==> config.mk <==
export PLATFORM = sky130hd
export DESIGN_NAME = id_ex_reg
export DESIGN_NICKNAME = d
export VERILOG_FILES = /design/src/rtl/id_ex_reg.sv
export SDC_FILE = /design/constraint.sdc
export NUM_CORES = 1
export LEC_CHECK = 0
export CAP_MARGIN = 20
export CORE_AREA = 2 2 120 122
export CTS_CLUSTER_SIZE = 30
export DETAILED_ROUTE_END_ITERATION = 16
export DIE_AREA = 0 0 122 124
export GPL_ROUTABILITY_DRIVEN = 0
export HOLD_SLACK_MARGIN = 0.08
export PLACE_DENSITY_LB_ADDON = 0.12
export SLEW_MARGIN = 20
export SYNTH_ARGS = -nofsm -noshare
export SYNTH_HDL_FRONTEND = slang
export SYNTH_SLANG_ARGS = --single-unit
==> constraint.sdc <==
create_clock -name clk -period 1.11 [get_ports clk]
set_input_delay 0.111 -clock clk [delete_from_list [all_inputs] [get_ports clk]]
set_output_delay 0.111 -clock clk [all_outputs]
set_load 0.02 [all_outputs]
==> src/rtl/id_ex_reg.sv <==
// Decode-to-execute pipeline register: 1-cycle latency, no hold path (a D stall is always paired with a FlushE bubble).
// Optional bubble/instruction performance counters are built only when ID_EX_PERF_EN is defined.
module id_ex_reg #(
  parameter int DW = 32,
  parameter int RW = 5
) (
  input  logic          clk,
  input  logic          rst,
  input  logic          FlushE,
  input  logic          ValidD,
  input  logic          RegWriteD,
  input  logic          MemtoRegD,
  input  logic          MemWriteD,
  input  logic          ALUSrcD,
  input  logic          RegDstD,
  input  logic [2:0]    ALUControlD,
  input  logic [DW-1:0] RD1D,
  input  logic [DW-1:0] RD2D,
  input  logic [DW-1:0] SignImmD,
  input  logic [RW-1:0] RsD,
  input  logic [RW-1:0] RtD,
  input  logic [RW-1:0] RdD,
  output logic          RegWriteE,
  output logic          MemtoRegE,
  output logic          MemWriteE,
  output logic          ALUSrcE,
  output logic          RegDstE,
  output logic [2:0]    ALUControlE,
  output logic [DW-1:0] RD1E,
  output logic [DW-1:0] RD2E,
  output logic [DW-1:0] SignImmE,
  output logic [RW-1:0] RsE,
  output logic [RW-1:0] RtE,
  output logic [RW-1:0] RdE,
  output logic [RW-1:0] WriteRegE,
  output logic          ValidE,
  output logic [31:0]   BubbleCnt,
  output logic [31:0]   InstrCnt
);

  logic          reg_write_d,  reg_write_q;
  logic          mem_to_reg_d, mem_to_reg_q;
  logic          mem_write_d,  mem_write_q;
  logic          alu_src_d,    alu_src_q;
  logic          reg_dst_d,    reg_dst_q;
  logic [2:0]    alu_ctrl_d,   alu_ctrl_q;
  logic [DW-1:0] rd1_d,        rd1_q;
  logic [DW-1:0] rd2_d,        rd2_q;
  logic [DW-1:0] sign_imm_d,   sign_imm_q;
  logic [RW-1:0] rs_d,         rs_q;
  logic [RW-1:0] rt_d,         rt_q;
  logic [RW-1:0] rd_d,         rd_q;
  logic          valid_d,      valid_q;

  // A bubble zeroes Rs/Rt (never forwarded) and MemtoReg (cannot re-trigger a load-use stall).
  always_comb begin
    reg_write_d  = RegWriteD;
    mem_to_reg_d = MemtoRegD;
    mem_write_d  = MemWriteD;
    alu_src_d    = ALUSrcD;
    reg_dst_d    = RegDstD;
    alu_ctrl_d   = ALUControlD;
    rd1_d        = RD1D;
    rd2_d        = RD2D;
    sign_imm_d   = SignImmD;
    rs_d         = RsD;
    rt_d         = RtD;
    rd_d         = RdD;
    valid_d      = ValidD;
    if (FlushE) begin
      reg_write_d  = 1'b0;
      mem_to_reg_d = 1'b0;
      mem_write_d  = 1'b0;
      alu_src_d    = 1'b0;
      reg_dst_d    = 1'b0;
      alu_ctrl_d   = '0;
      rd1_d        = '0;
      rd2_d        = '0;
      sign_imm_d   = '0;
      rs_d         = '0;
      rt_d         = '0;
      rd_d         = '0;
      valid_d      = 1'b0;
    end
  end

  always_ff @(posedge clk) begin
    if (rst) begin
      reg_write_q  <= 1'b0;
      mem_to_reg_q <= 1'b0;
      mem_write_q  <= 1'b0;
      alu_src_q    <= 1'b0;
      reg_dst_q    <= 1'b0;
      alu_ctrl_q   <= '0;
      rd1_q        <= '0;
      rd2_q        <= '0;
      sign_imm_q   <= '0;
      rs_q         <= '0;
      rt_q         <= '0;
      rd_q         <= '0;
      valid_q      <= 1'b0;
    end else begin
      reg_write_q  <= reg_write_d;
      mem_to_reg_q <= mem_to_reg_d;
      mem_write_q  <= mem_write_d;
      alu_src_q    <= alu_src_d;
      reg_dst_q    <= reg_dst_d;
      alu_ctrl_q   <= alu_ctrl_d;
      rd1_q        <= rd1_d;
      rd2_q        <= rd2_d;
      sign_imm_q   <= sign_imm_d;
      rs_q         <= rs_d;
      rt_q         <= rt_d;
      rd_q         <= rd_d;
      valid_q      <= valid_d;
    end
  end

  assign RegWriteE   = reg_write_q;
  assign MemtoRegE   = mem_to_reg_q;
  assign MemWriteE   = mem_write_q;
  assign ALUSrcE     = alu_src_q;
  assign RegDstE     = reg_dst_q;
  assign ALUControlE = alu_ctrl_q;
  assign RD1E        = rd1_q;
  assign RD2E        = rd2_q;
  assign SignImmE    = sign_imm_q;
  assign RsE         = rs_q;
  assign RtE         = rt_q;
  assign RdE         = rd_q;
  assign ValidE      = valid_q;
  assign WriteRegE   = reg_dst_q ? rd_q : rt_q;

`ifdef ID_EX_PERF_EN
  logic [31:0] bubble_cnt_d, bubble_cnt_q;
  logic [31:0] instr_cnt_d,  instr_cnt_q;

  // Saturating counters: stick at all-ones rather than wrap.
  always_comb begin
    bubble_cnt_d = bubble_cnt_q;
    instr_cnt_d  = instr_cnt_q;
    if (FlushE) begin
      if (bubble_cnt_q != 32'hFFFF_FFFF) bubble_cnt_d = bubble_cnt_q + 32'd1;
    end else if (ValidD) begin
      if (instr_cnt_q != 32'hFFFF_FFFF) instr_cnt_d = instr_cnt_q + 32'd1;
    end
  end

  always_ff @(posedge clk) begin
    if (rst) begin
      bubble_cnt_q <= '0;
      instr_cnt_q  <= '0;
    end else begin
      bubble_cnt_q <= bubble_cnt_d;
      instr_cnt_q  <= instr_cnt_d;
    end
  end

  assign BubbleCnt = bubble_cnt_q;
  assign InstrCnt  = instr_cnt_q;
`else
  assign BubbleCnt = 32'd0;
  assign InstrCnt  = 32'd0;
`endif

endmodule

==> summary.txt, run 1 <==
Floorplan
  • Initial Utilization: 33.6%
  • Core area: ~14000 um2
  • I/O pin count: around 310
  • Placement Rows: 43
  • DIE HEIGHT: about 120 um
  • Die Span X: between 100 and 150 um
  • DIE AREA: between 15000 and 20000 um2

Timing
  • Fin. max-slew vios: 0
  • RSZ-0062 raised after global routing: yes
  • Count of final setup violators: 6
  • Highest clock rate: around 0.70 GHz
  • Fin crit share: 129%
  • Setup TNS: -1.78 ns
  • Hold Fails Final Rpt: 0
  • Worst Setup Slack, final: -0.320 ns
  • Final hold slack: about 0.26 ns
  • Minimum clock period: ~1.4 ns

Pwr
  • Worst VDD drop: roughly 0.81 mV
  • P per Cell Area: between 1500 and 2000 nW/um2
  • Int Power: about 9 mW
  • Total Power: 11.8 mW
  • Part of the power in registers: approximately two fifths
  • Clock power share: a little under half
  • Sw Share: about a quarter
  • Lkg Pwr: 3.15 nW
  • Combinational share of power: a little over an eighth
  • Switch Pwr: 2.77 mW

Synthesis
  • Largest cells by area after synthesis: dfxtp_1, nor3b_2, buf_4
  • Post-synth top area share: between 50% and 60%
  • Sequential area share after synthesis: a little over half
  • Mapped Area: around 4600 um2
  • Ys Warns: 0
  • Mapped Cells: around 340
  • Synth cell types: 8
  • Post-synthesis average cell area: between 10 and 15 um2
  • Yosys top cell by area: dfxtp_1
  • Yosys reg bits: 120

Global routing
  • GR Overflow Total: 0
  • GRT Resource Usage Total: roughly 15%
  • Vias in the first global route: 3229
  • Largest net degree at the start of global routing: 30
  • First-pass GRT wire length: about 17000 um
  • Antenna violations before repair: 0

Setup path
  • CP Capture Type: output port
  • Worst EP required: 1.00 ns
  • CP arrival: ~1.3 ns
  • Setup crit start kind: flop
  • CP Class: reg -> out
  • Worst-path maximum fanout: 5

Final layout
  • Register area: ~2400 um2
  • Area of the multi-input gates: ~1700 um2
  • Layout area overhead: 56.8%
  • N_diodes: 0
  • Layout cell share with drive strength beyond 1: 47.5%
  • Post-layout util: between 50 and 60%
  • Most frequent cells in the layout: clkdlybuf4s50_1, dfxtp_1, buf_2, nor3b_2, conb_1
  • Finished Cell Area: 7220 um2
  • Layout Cells excl Fill: 791
  • Fin nets: ~720
  • Most common cell after layout, fill and taps aside: clkdlybuf4s50_1
  • Fillers: 1266

Drt
  • Initial DRC Count: 74
  • Total wire length: 11700 um
  • Post-detailed-route wirelength per cell: between 10 and 15 um
  • Vias/cell: roughly 4.0
  • Total vias in the final route: 3131
  • ANT nets after route: 0
  • DRC viols: 0
  • Pre-Repair DR Iteration Count: 3

Outcome
  • Status: complete, but fails checks
  • Failing checks: negative setup slack

CTS
  • H-tree depth: 4
  • Deepest clock path buffer count: 2
  • Root buffer cell: clkbuf_16
  • Clock-pin slew on the worst setup and hold paths: ~0.06 ns
  • Clock Sinks: 120
  • CTS tree: yes
  • Num CTS Buffers: 17

Placed design
  • Dpl ws: -0.353 ns
  • Placement Cell Area: 7040 um2
  • PortBufs: 247
  • Placed Cells incl. Taps: between 700 and 800
  • Post-DP HPWL: roughly 8500 um

Hold path
  • Hold WC Path Type: in -> reg
  • Hold Path End: RtE[4]$_SDFF_PP0_
  • Hold path start: RtD[4]
  • Min-Delay Path Depth: 2

Run
  • Max-cap violations: 0
## cell usage after synthesis
cell type,number
conb_1,1
nor3b_1,20
buf_4,65
buf_6,21
clkbuf_1,4
nor3b_2,100
dfxtp_1,120
mux2_2,5
## area by class of cell
type                    instances  area share (%)
clock buffers                  18            5.95
clock inverters                14            2.51
multi-input cells             189            23.8
flip-flops and latches        120            33.4
well taps                     180            3.12
repair buffers                270            31.2
## flip-flops by register name (all words and copies together) (netlist names)
register     cells
ALUControlE      3
ALUSrcE          1
MemWriteE        1
MemtoRegE        1
RD1E            32
RD2E            32
RdE              5
RegDstE          1
RegWriteE        1
RsE              5
RtE              5
SignImmE        32
ValidE           1
## how the worst max path moves through the flow
stage	slack [ns]	depth (start not counted)	start	to
after floorplan	0.06	1	RegDstE$_SDFF_PP0_	WriteRegE[0]
after global placement	-0.35	3	RegDstE$_SDFF_PP0_	WriteRegE[3]
after detailed placement	-0.35	3	RegDstE$_SDFF_PP0_	WriteRegE[0]
after CTS	-0.35	3	RegDstE$_SDFF_PP0_	WriteRegE[0]
after global routing	-0.38	3	RegDstE$_SDFF_PP0_	WriteRegE[3]
final	-0.32	3	RegDstE$_SDFF_PP0_	WriteRegE[0]
## cell families after synthesis
kind of cell	count (synthesis)	synth area share [%]
buf+inv	90	16.1
flops	120	52.2
mux	5	1.22
other cells	1	0.0815
simple gates	120	30.4
## metal layers
metal	global-route usage (%)	up-vias	share of wire, %
met4	6.25	0	1.3
met1	15.4	1408	36
met2	26.0	184	50
met3	7.92	18	12
met5	0	-	0
li1	-	1521	-
## worst max-delay path, cell delays in order, from the launching register on
cell	delay, ns
dfxtp_2	0.33
buf_6	0.13
mux2_4	0.31
buf_6	0.13
## timing repair
action                                 4_1_cts  5_1_grt
resized for setup                          465       72
hold buffers                                 2        0
endpoints found under the hold margin       19        0
setup endpoints to repair                  125       77
setup buffers                                1        1
## power by group through the flow
| stage | Combinational, mW | Clock [mW] | Sequential [mW] |
|---|---|---|---|
| 2_1_floorplan | 0.821 | 0 | 4.85 |
| 3_3_place_gp | 1.72 | 0 | 4.62 |
| 3_5_place_dp | 1.73 | 0 | 4.62 |
| 4_1_cts | 1.68 | 5.81 | 4.53 |
| 5_1_grt | 1.70 | 6.04 | 4.54 |
| 6_report | 1.60 | 5.64 | 4.53 |
No activity file was read; power rests on OpenSTA's default activity.
==> run 2, diff against run 1 <==
--- a/config.mk
+++ b/config.mk
@@ -13,6 +13,7 @@
 export GPL_ROUTABILITY_DRIVEN = 0
 export HOLD_SLACK_MARGIN = 0.08
 export PLACE_DENSITY_LB_ADDON = 0.12
+export SKIP_CTS_REPAIR_TIMING = 1
 export SLEW_MARGIN = 20
 export SYNTH_ARGS = -nofsm -noshare
 export SYNTH_HDL_FRONTEND = slang
==> run 2 against run 1 <==
The flow still finishes with violations (negative setup slack). Sequential power about the same. Via count hardly changed. Cell count shrank 0.13%. Flip-flop and latch count is the same. Hold slack improved by 0.0033 ns. Wire length increased by 0.59%. Critical path depth did not move. Worst setup slack worse by 0.0045 ns. Non-clock buffer count decreased by 1. Combinational power rose by 6%. Clock power barely moved. Critical endpoint is now WriteRegE[1].
==> summary.txt, run 2 (synthesis results as in run 1) <==
Outcome
  • Status: complete, but fails checks
  • Failing checks: negative setup slack

Hold path
  • Min-Delay Path Depth: 2 (unchanged)
  • Hold WC Path Type: in -> reg
  • Hold Path End: RtE[4]$_SDFF_PP0_
  • Hold path start: RtD[4]

Global routing
  • Antenna violations before repair: 0 (unchanged)
  • Met2 GRT Util: 25.5% (-0.52 points)
  • GR Overflow Total: 0 (unchanged)
  • Largest net degree at the start of global routing: 30 (unchanged)
  • Top Usage Layer GRT: met2
  • First-pass GRT wire length: 16800 um (-1.2%)
  • GRT Resource Usage Total: 15.0% (-0.15 points)
  • Grt met1 use: 15.1% (-0.33 points)
  • Met3 Usage GRT: 8.42% (+0.50 points)
  • Vias in the first global route: 3174 (-1.7%)

Floorplan
  • DIE AREA: 15100 um2 (unchanged)
  • Die Span X: 122 um (unchanged)
  • Initial Utilization: 33.6% (unchanged)
  • I/O pin count: 312 (unchanged)
  • DIE HEIGHT: 124 um (unchanged)
  • Placement Rows: 43 (unchanged)
  • Core area: 13700 um2 (unchanged)

Pwr
  • Lkg Pwr: 4.40 nW (+40%)
  • P per Cell Area: 1510 nW/um2 (-7.2%)
  • Total Power: 11.8 mW (+0.65%)
  • Worst VDD drop: 0.809 mV (+0.23%)

Final layout
  • Layout area overhead: 69.9%
  • Layout cell share with drive strength beyond 1: 33.3% (-14 points)
  • Layout Cells excl Fill: 790 (-0.13%)
  • Most common cell after layout, fill and taps aside: clkdlybuf4s50_1
  • N_diodes: 0 (unchanged)
  • Post-layout util: 57.0% (+4.4 points)
  • Most frequent cells in the layout: clkdlybuf4s50_1, dfxtp_1, nor3b_2, dlymetal6s2s_1, conb_1
  • Fin nets: 720 (-0.14%)

Timing
  • Worst Setup Slack, final: -0.324 ns (-0.00446 ns)
  • Fin crit share: 129% (+0.40 points)
  • Setup TNS: -1.68 ns (+0.108 ns)
  • Minimum clock period: 1.43 ns (+0.00446 ns)
  • RSZ-0062 raised after global routing: yes
  • Hold Fails Final Rpt: 0 (unchanged)
  • Highest clock rate: 0.697 GHz (-0.31%)
  • Fin. max-slew vios: 0 (unchanged)
  • Count of final setup violators: 6 (unchanged)

Drt
  • ANT nets after route: 0 (unchanged)
  • Vias/cell: 3.97 (+0.19%)
  • DRC viols: 0 (unchanged)
  • Total vias in the final route: 3133 (+0.064%)
  • Initial DRC Count: 120 (+62%)
  • Post-detailed-route wirelength per cell: 14.9 um (+0.72%)
  • Pre-Repair DR Iteration Count: 4 (+1)
  • Total wire length: 11800 um (+0.59%)

Setup path
  • Max incr delay on CP: 0.33 ns (about the same)
  • CP Capture Type: output port
  • Setup crit start kind: flop
  • Crit path cell chain: buf_6, mux2_4, buf_6
  • Slowest cell on crit path: dfxtp_2
  • Crit path buffers/inverters: 2 (unchanged)
  • Worst path top cell family by delay: flip-flops
  • Worst-path maximum fanout: 5 (unchanged)
  • CP arrival: 1.32 ns (about the same)
  • Most used cell along the critical path: buf_6
  • CP Class: reg -> out
  • Worst EP required: 1.00 ns (about the same)

Run
  • Max-cap violations: 0 (unchanged)

Placed design
  • PortBufs: 247 (unchanged)
  • Dpl ws: -0.353 ns (unchanged)
  • Post-DP HPWL: 8480 um (unchanged)
  • Placed Cells incl. Taps: 755 (unchanged)

CTS
  • CTS tree: yes
  • Root buffer cell: clkbuf_16
  • Clock-pin slew on the worst setup and hold paths: 0.05 ns (about the same)
  • Clock Sinks: 120 (unchanged)
  • Deepest clock path buffer count: 2 (unchanged)
  • H-tree depth: 4 (unchanged)
  • Num CTS Buffers: 17 (unchanged)
run 2: layout make-up:
| cell class | instances | area (um2) |
|---|---|---|
| clock buffer | 18 | 429 |
| fill | 1167 | 5900 |
| tap | 180 | 225 |
| timing repair buffer | 269 | 2860 |
| multi-input combinational | 189 | 1720 |
| clock inverter | 14 | 181 |
| sequential | 120 | 2410 |
run 2: where the power goes:
group | total (mW) | switching (mW) | internal (mW)
logic | 1.69 | 0.818 | 0.872
registers | 4.53 | 0.0422 | 4.49
clock network | 5.63 | 1.90 | 3.72
total | 11.8 | 2.76 | 9.08
run 2: layer usage:
layer,part of all wire [%],routed length [um],vias up
met5,0,0,-
li1,-,-,1520
met2,51,6040,185
met1,34,4060,1411
met3,13,1530,17
met4,1.3,155,0
run 2: per-stage QoR:
step / hold slack, ns / area [um2]
3_5_place_dp: 0.466 / 7040
2_1_floorplan: 0.268 / 4840
6_report: 0.263 / 7820
5_1_grt: 0.236 / 7820
4_1_cts: 0.0194 / 7650
3_3_place_gp: 0.450 / 7040
run 2: worst max-delay path by stage:
stage / from / end / cells after the start
5_1_grt: RegDstE$_SDFF_PP0_ / WriteRegE[3] / 3
3_5_place_dp: RegDstE$_SDFF_PP0_ / WriteRegE[0] / 3
4_1_cts: RegDstE$_SDFF_PP0_ / WriteRegE[0] / 3
2_1_floorplan: RegDstE$_SDFF_PP0_ / WriteRegE[0] / 1
6_report: RegDstE$_SDFF_PP0_ / WriteRegE[1] / 3
3_3_place_gp: RegDstE$_SDFF_PP0_ / WriteRegE[3] / 3
